<file path="src/rtl/regfile_write_arbiter.sv">
// -----------------------------------------------------------------------------
// regfile_write_arbiter
//
// Shares the single write port of the register file among NUM_REQ requesters
// (for example the SHA-256 message-schedule unit, the compression round unit
// and the host writeback path). Requesters are served round-robin with a
// valid/ack handshake. A bulk-clear sequencer can take over the same write
// port to zero registers 1..31. A combinational pending-write mask lets
// read-side logic stall on registers that have a write requested or in flight.
//
// Ports
//   clock            : system clock, all state changes on the rising edge
//   ctrl_reset       : synchronous active-low reset (0 = reset)
//   req_valid        : per-requester write request
//   req_addr         : packed target addresses, requester i in slice i
//   req_data         : packed write data, requester i in slice i
//   req_ack          : registered one-cycle acknowledge, at most one bit high
//   clear_start      : start a bulk clear (ignored while a clear is running)
//   clear_busy       : registered, high while the clear sequence owns the port
//   clear_done       : registered one-cycle pulse after the last clear write
//   ctrl_writeEnable : registered register-file write enable
//   ctrl_writeReg    : registered register-file write address
//   data_writeReg    : registered register-file write data
//   pending_mask     : combinational, bit r set while a write to r is
//                      requested or being presented to the register file
// -----------------------------------------------------------------------------
module regfile_write_arbiter #(
    parameter int NUM_REQ    = 3,
    parameter int ADDR_WIDTH = 5,
    parameter int DATA_WIDTH = 32
) (
    input  logic                          clock,
    input  logic                          ctrl_reset,
    input  logic [NUM_REQ-1:0]            req_valid,
    input  logic [NUM_REQ*ADDR_WIDTH-1:0] req_addr,
    input  logic [NUM_REQ*DATA_WIDTH-1:0] req_data,
    output logic [NUM_REQ-1:0]            req_ack,
    input  logic                          clear_start,
    output logic                          clear_busy,
    output logic                          clear_done,
    output logic                          ctrl_writeEnable,
    output logic [ADDR_WIDTH-1:0]         ctrl_writeReg,
    output logic [DATA_WIDTH-1:0]         data_writeReg,
    output logic [31:0]                   pending_mask
);

    localparam int PTR_W = (NUM_REQ > 1) ? $clog2(NUM_REQ) : 1;

    localparam logic [ADDR_WIDTH-1:0] FIRST_CLR_REG = ADDR_WIDTH'(1);
    localparam logic [ADDR_WIDTH-1:0] LAST_CLR_REG  = ADDR_WIDTH'(31);

    // ST_FINISH is the cycle in which register 31 is being written; it
    // exists so that clear_done follows the final write by one cycle and
    // arbitration only restarts once clear_done is visible.
    typedef enum logic [1:0] {
        ST_IDLE   = 2'd0,
        ST_CLEAR  = 2'd1,
        ST_FINISH = 2'd2
    } state_t;

    state_t                  state_r;
    state_t                  state_next_s;
    logic [PTR_W-1:0]        rr_ptr_r;
    logic [PTR_W-1:0]        rr_ptr_next_s;
    logic [ADDR_WIDTH-1:0]   clr_cnt_r;
    logic [ADDR_WIDTH-1:0]   clr_cnt_next_s;

    logic [NUM_REQ-1:0]      eligible_s;
    logic                    win_found_s;
    logic [PTR_W-1:0]        win_idx_s;
    logic [ADDR_WIDTH-1:0]   win_addr_s;
    logic [DATA_WIDTH-1:0]   win_data_s;

    logic [NUM_REQ-1:0]      ack_next_s;
    logic                    we_next_s;
    logic [ADDR_WIDTH-1:0]   wreg_next_s;
    logic [DATA_WIDTH-1:0]   wdata_next_s;
    logic                    busy_next_s;
    logic                    done_next_s;

    // -------------------------------------------------------------------------
    // Helpers
    // -------------------------------------------------------------------------

    // Round-robin pick: first set bit of elig searching upward from ptr with
    // wrap-around at NUM_REQ. Returns {found, index}.
    function automatic logic [PTR_W:0] rr_pick(
        input logic [NUM_REQ-1:0] elig,
        input logic [PTR_W-1:0]   ptr
    );
        logic [PTR_W:0]   result;
        logic [PTR_W-1:0] sel;
        logic             found;
        int               idx;
        result = '0;
        found  = 1'b0;
        for (int k = 0; k < NUM_REQ; k++) begin
            idx = int'(ptr) + k;
            idx = (idx >= NUM_REQ) ? (idx - NUM_REQ) : idx;
            sel = PTR_W'(idx);
            if (!found && elig[sel]) begin
                found  = 1'b1;
                result = {1'b1, sel};
            end
        end
        return result;
    endfunction

    // One-hot decode of a register address onto the 32-entry mask.
    function automatic logic [31:0] addr_onehot(input logic [ADDR_WIDTH-1:0] addr);
        logic [31:0] vec;
        vec = 32'd0;
        for (int j = 0; j < 32; j++) begin
            if (addr == ADDR_WIDTH'(j)) begin
                vec[j] = 1'b1;
            end
        end
        return vec;
    endfunction

    // -------------------------------------------------------------------------
    // Arbitration
    // -------------------------------------------------------------------------

    // A requester acked this cycle is masked so a held request is not granted
    // twice; its next request becomes eligible one cycle later.
    always_comb begin
        eligible_s               = req_valid & ~req_ack;
        {win_found_s, win_idx_s} = rr_pick(eligible_s, rr_ptr_r);
    end

    // Select address and data of the winning requester.
    always_comb begin
        win_addr_s = '0;
        win_data_s = '0;
        for (int i = 0; i < NUM_REQ; i++) begin
            if (win_idx_s == PTR_W'(i)) begin
                win_addr_s = req_addr[i*ADDR_WIDTH +: ADDR_WIDTH];
                win_data_s = req_data[i*DATA_WIDTH +: DATA_WIDTH];
            end else begin
                win_addr_s = win_addr_s;
                win_data_s = win_data_s;
            end
        end
    end

    // -------------------------------------------------------------------------
    // FSM
    // -------------------------------------------------------------------------

    // Next state, clear counter and round-robin pointer.
    always_comb begin
        state_next_s   = state_r;
        clr_cnt_next_s = clr_cnt_r;
        rr_ptr_next_s  = rr_ptr_r;
        case (state_r)
            ST_IDLE: begin
                if (clear_start) begin
                    // Clear wins over any simultaneous request.
                    state_next_s   = ST_CLEAR;
                    clr_cnt_next_s = FIRST_CLR_REG;
                end else if (win_found_s) begin
                    if (win_idx_s == PTR_W'(NUM_REQ - 1)) begin
                        rr_ptr_next_s = '0;
                    end else begin
                        rr_ptr_next_s = win_idx_s + PTR_W'(1);
                    end
                end else begin
                    rr_ptr_next_s = rr_ptr_r;
                end
            end
            ST_CLEAR: begin
                clr_cnt_next_s = clr_cnt_r + ADDR_WIDTH'(1);
                if (clr_cnt_r == LAST_CLR_REG) begin
                    state_next_s = ST_FINISH;
                end else begin
                    state_next_s = ST_CLEAR;
                end
            end
            ST_FINISH: begin
                state_next_s   = ST_IDLE;
                clr_cnt_next_s = FIRST_CLR_REG;
            end
            default: begin
                state_next_s   = ST_IDLE;
                clr_cnt_next_s = FIRST_CLR_REG;
                rr_ptr_next_s  = '0;
            end
        endcase
    end

    // Values the registered outputs take at the next clock edge.
    always_comb begin
        ack_next_s   = '0;
        we_next_s    = 1'b0;
        wreg_next_s  = '0;
        wdata_next_s = '0;
        busy_next_s  = 1'b0;
        done_next_s  = 1'b0;
        case (state_r)
            ST_IDLE: begin
                if (clear_start) begin
                    busy_next_s = 1'b1;
                end else if (win_found_s) begin
                    ack_next_s   = NUM_REQ'(1) << win_idx_s;
                    // Register 0 is hard-wired zero: ack the request but
                    // suppress the write.
                    we_next_s    = (win_addr_s != '0);
                    wreg_next_s  = win_addr_s;
                    wdata_next_s = win_data_s;
                end else begin
                    we_next_s = 1'b0;
                end
            end
            ST_CLEAR: begin
                we_next_s   = 1'b1;
                wreg_next_s = clr_cnt_r;
                busy_next_s = 1'b1;
            end
            ST_FINISH: begin
                done_next_s = 1'b1;
            end
            default: begin
                we_next_s = 1'b0;
            end
        endcase
    end

    // State register, pointer, counter and all registered outputs.
    always_ff @(posedge clock) begin
        if (!ctrl_reset) begin
            state_r          <= ST_IDLE;
            rr_ptr_r         <= '0;
            clr_cnt_r        <= FIRST_CLR_REG;
            req_ack          <= '0;
            ctrl_writeEnable <= 1'b0;
            ctrl_writeReg    <= '0;
            data_writeReg    <= '0;
            clear_busy       <= 1'b0;
            clear_done       <= 1'b0;
        end else begin
            state_r          <= state_next_s;
            rr_ptr_r         <= rr_ptr_next_s;
            clr_cnt_r        <= clr_cnt_next_s;
            req_ack          <= ack_next_s;
            ctrl_writeEnable <= we_next_s;
            ctrl_writeReg    <= wreg_next_s;
            data_writeReg    <= wdata_next_s;
            clear_busy       <= busy_next_s;
            clear_done       <= done_next_s;
        end
    end

    // -------------------------------------------------------------------------
    // Pending-write mask
    // -------------------------------------------------------------------------

    // Outstanding requests plus the write currently on the port; register 0
    // never holds a pending write.
    always_comb begin
        pending_mask = 32'd0;
        for (int i = 0; i < NUM_REQ; i++) begin
            if (req_valid[i] && !req_ack[i]) begin
                pending_mask = pending_mask | addr_onehot(req_addr[i*ADDR_WIDTH +: ADDR_WIDTH]);
            end else begin
                pending_mask = pending_mask;
            end
        end
        if (ctrl_writeEnable) begin
            pending_mask = pending_mask | addr_onehot(ctrl_writeReg);
        end else begin
            pending_mask = pending_mask;
        end
        pending_mask[0] = 1'b0;
    end

endmodule
</file>
<file path="config.mk">
export PLATFORM = sky130hd
export DESIGN_NAME = regfile_write_arbiter
export DESIGN_NICKNAME = d
export VERILOG_FILES = /design/src/rtl/regfile_write_arbiter.sv
export SDC_FILE = /design/constraint.sdc
export NUM_CORES = 1
export LEC_CHECK = 0
export BUFFER_PORTS_ARGS = -buffer_cell sky130_fd_sc_hd__buf_2
export CAP_MARGIN = 20
export CORE_AREA = 4 4 100 102
export DETAILED_ROUTE_END_ITERATION = 8
export DIE_AREA = 0 0 104 106
export PLACE_DENSITY_LB_ADDON = 0.2
export SYNTH_ARGS = -nofsm -noshare
export SYNTH_HDL_FRONTEND = slang
export SYNTH_SLANG_ARGS = --single-unit
</file>
<file path="constraint.sdc">
create_clock -name clock -period 2.5 [get_ports clock]
set_input_delay 0.5 -clock clock [delete_from_list [all_inputs] [get_ports clock]]
set_output_delay 0.5 -clock clock [all_outputs]
set_load 0.005 [all_outputs]
</file>
==> impl_results.md <==
- Max Cap Viol: 0
- Final clock skew: 0.0108 ns
- Worst-Skew Late Latency: 0.30 ns
- Core area: 9110 um2
- GPL Wtd Cong: 0.946
- I/O pins: 192
- Wire per inst: 17.6 um
- PD cells: 462 nW/um2
- Max_slew headroom: 0.602
- Net Sw Frac: 0.341
- Antenna violations before repair: 1
- Cells after Synth: 451
- CP Capture Type: register
- Residual DRC: 0
- Nets: 797
- CTS tree: yes
- Ys flop type: dfxtp_1
- Synth Area in XOR/XNOR: 0
- Yosys warnings: 0
- Int Power: 0.00160 W
- Vias per cell: 5.58
- First-pass GRT wire length: 20.9 mm
- Largest family of logic cells by synthesized area: compound AO/OA/AOI/OAI gates
- Total net switching power: 0.000831 W
- Final core occ: 0.578
- Area growth syn-to-layout: 46.1%
- Antenna-violating nets left: 0
- Most frequent cells in the layout: buf_2 (190), nor2_1 (60), dfxtp_1 (50)
- Lkg Pwr: 2.55 nW
- Die area: 11000 um2
- Clock Tree Root: clkbuf_8
- CP Max Fanout: 6
- Vias in the first global route: 4259
- CTS buffer count: 5
- GRT Util Overall: 0.231
- Syn Area/Cell: 7.99 um2
- Compound-Gate Fraction of Synth Area: 0.282
- Sequential power share: 0.383
- Final setup margin: -0.192 ns
- CTS H-tree lvls: 2
- Synth unique cells: 57
- Setup TNS: -0.192 ns
- Slowest cell on the critical path: or4_1
- Startpoint types: register
- Yosys reg bits: 52
- Post-synthesis sequential area ratio: 0.289
- VDD IR max: 0.364 mV
- Die extent in y: 106 um
- Logic pwr share: 0.409
- Die Width: 104 um
- Setup repair after global routing missed its margin: true
- Mapped Nets: 577
- Worst slew pin tran: 0.593 ns
- FMAX: 0.372 GHz
- Clock share of power: 0.208
- Register area: 1050 um2
- Ys async rst share: 0
- Final setup fails: 1
- Largest net degree at the start of global routing: 58
- Total grt overflow: 0
- Synth Area in Simple Gates: 0.252
- Power after layout: 0.00243 W
- Mux share of post-synthesis cell area: 0.0972
- Hold-fix buffer count after cts: 0
- Violated checks: negative setup slack
- DRT Wirelength: 13.8 mm
- Vias: 4376
- Req. time, crit path: 2.70 ns
- Row cnt: 35
- Initial core utilization: 0.396
- Fill cells: 850
- Min Tclk post-route: 2.69 ns
- Layout cell share with drive strength beyond 1: 0.423
- Final period util: 1.08
- Count of flip-flops with a built-in enable after synthesis: 0
- Critical Path AT: 2.89 ns
- Post-DP HPWL: 10.6 mm
- Max Slew Vio Count: 0
- Multi-input gate area: 2520 um2
- Clock sink count: 52
- Status: finished, violations left
- Drt pass-1 iters: 5
- Commonest non-fill, non-tap cell in the layout: buf_2
- CP peak stage delay: 0.51 ns
- Crit path cell chain: inv_4 -> ha_4 -> or2_0 -> o22ai_2 -> nor4_4 -> or2_4 -> a221o_1 -> or4_1 -> o31a_1
- 1st-iter DRT viols: 311
- Kind of critical path: register to register
- CTS clk-pin slew, worst paths: 0.10 ns
- Synthesized cell area: 3600 um2
- Final hold violations: 0
- CTS max path bufs: 2
- Post-synthesis adder-cell area fraction: 0.0313
- HP Class: input pin to register
- # port buffers: 190
==> per-layer routing <==
layer | up-vias | global-route usage | wire (um)
met2 | 253 | 0.415 | 6740
met4 | 0 | 0.0940 | 457
met1 | 1955 | 0.259 | 5230
li1 | 2128 | - | -
met5 | - | 0 | 0
met3 | 40 | 0.0601 | 1340
==> state kept, by name, indices dropped and copies added (netlist names) <==
signal            flops
ctrl_writeReg         5
rr_ptr_r              2
ctrl_writeEnable      1
clr_cnt_r             5
state_r               2
data_writeReg        32
clear_busy            1
req_ack               3
clear_done            1
==> final timing paths <==
check / slack (ns) / cells after the start / startpoint / endpoint
setup / recovery: -0.19 / 9 / rr_ptr_r[0] / ctrl_writeEnable
setup reg to reg: -0.19 / 9 / rr_ptr_r[0] / ctrl_writeEnable
hold / removal: 0.44 / 2 / ctrl_reset / clr_cnt_r[0]
hold reg to reg: 0.48 / 2 / state_r[1] / state_r[1]
==> per-stage QoR <==
stage               hold slack [ns]  cell area [um2]  setup slack, ns  instances
finish                        0.439             5270           -0.192        784
global route                  0.432             5270           -0.262        784
CTS                           0.421             5080           -0.153        771
detailed placement            0.469             4930           -0.172        760
global placement              0.462             4930           -0.153        760
floorplan                     0.449             3660          -0.0492        451
==> synthesized netlist by cell type, drive strengths merged (6+ instances only) <==
master   n  area, um2
nand3    7       35.0
nor3b    7       52.6
and2     6       38.8
a211oi  32        240
mux2i   35        350
nand2b  12       82.6
a21oi   13       80.1
clkbuf  16       60.1
nor2b    9       56.3
dfxtp   52       1040
a22oi   37        278
or2      6       37.5
buf     13       70.1
a221o   14        140
o22ai    9       56.3
nor2    62        233
inv     11       41.3
ha       9        113
nor3    11       55.1
nand2   43        161
==> power groups by stage <==
stage	clock (W)	sequential, W	combinational [W]
CTS	0.000523	0.000932	0.000908
floorplan	0	0.000951	0.000506
finish	0.000506	0.000932	0.000995
detailed placement	0	0.000952	0.000872
global placement	0	0.000950	0.000863
global route	0.000557	0.000941	0.00108
==> cells by family (layout without fill, tap and decap cells) <==
| group | count (synthesis) | count (layout) |
|---|---|---|
| AO/OA/AOI/OAI | 130 | 130 |
| adder cells (fa/ha/maj) | 9 | 9 |
| buffers and inverters | 40 | 261 |
| flip-flops | 52 | 52 |
| multiplexers | 35 | 35 |
| other | 1 | 2 |
| AND/OR/NAND/NOR | 184 | 184 |
==> worst max-delay path: cells and delay by family (launching register included) <==
kind                       cells  cell delay (ns)
DFF                            1             0.40
adders and majority gates      1             0.23
buffers and inverters          1             0.04
and+or+nand+nor                4             1.10
AOI/OAI and AO/OA              3             0.81
==> cell type report <==
| type | instances | share of cell area |
|---|---|---|
| Timing Repair Buffer | 242 | 0.269 |
| Multi-Input combinational cell | 359 | 0.478 |
| Clock buffer | 6 | 0.0157 |
| Inverter | 11 | 0.00879 |
| Sequential cell | 52 | 0.199 |
| Clock inverter | 2 | 0.00261 |
| Antenna cell | 1 | 0.000475 |
| Tap cell | 111 | 0.0264 |
==> what timing repair did <==
action / CTS / global route
pin swaps: 2 / 16
gates cloned: 0 / 2
setup endpoints to repair: 18 / 32
setup buffers: 3 / 10
resized for setup: 10 / 13
No activity file was read; power rests on OpenSTA's default activity.
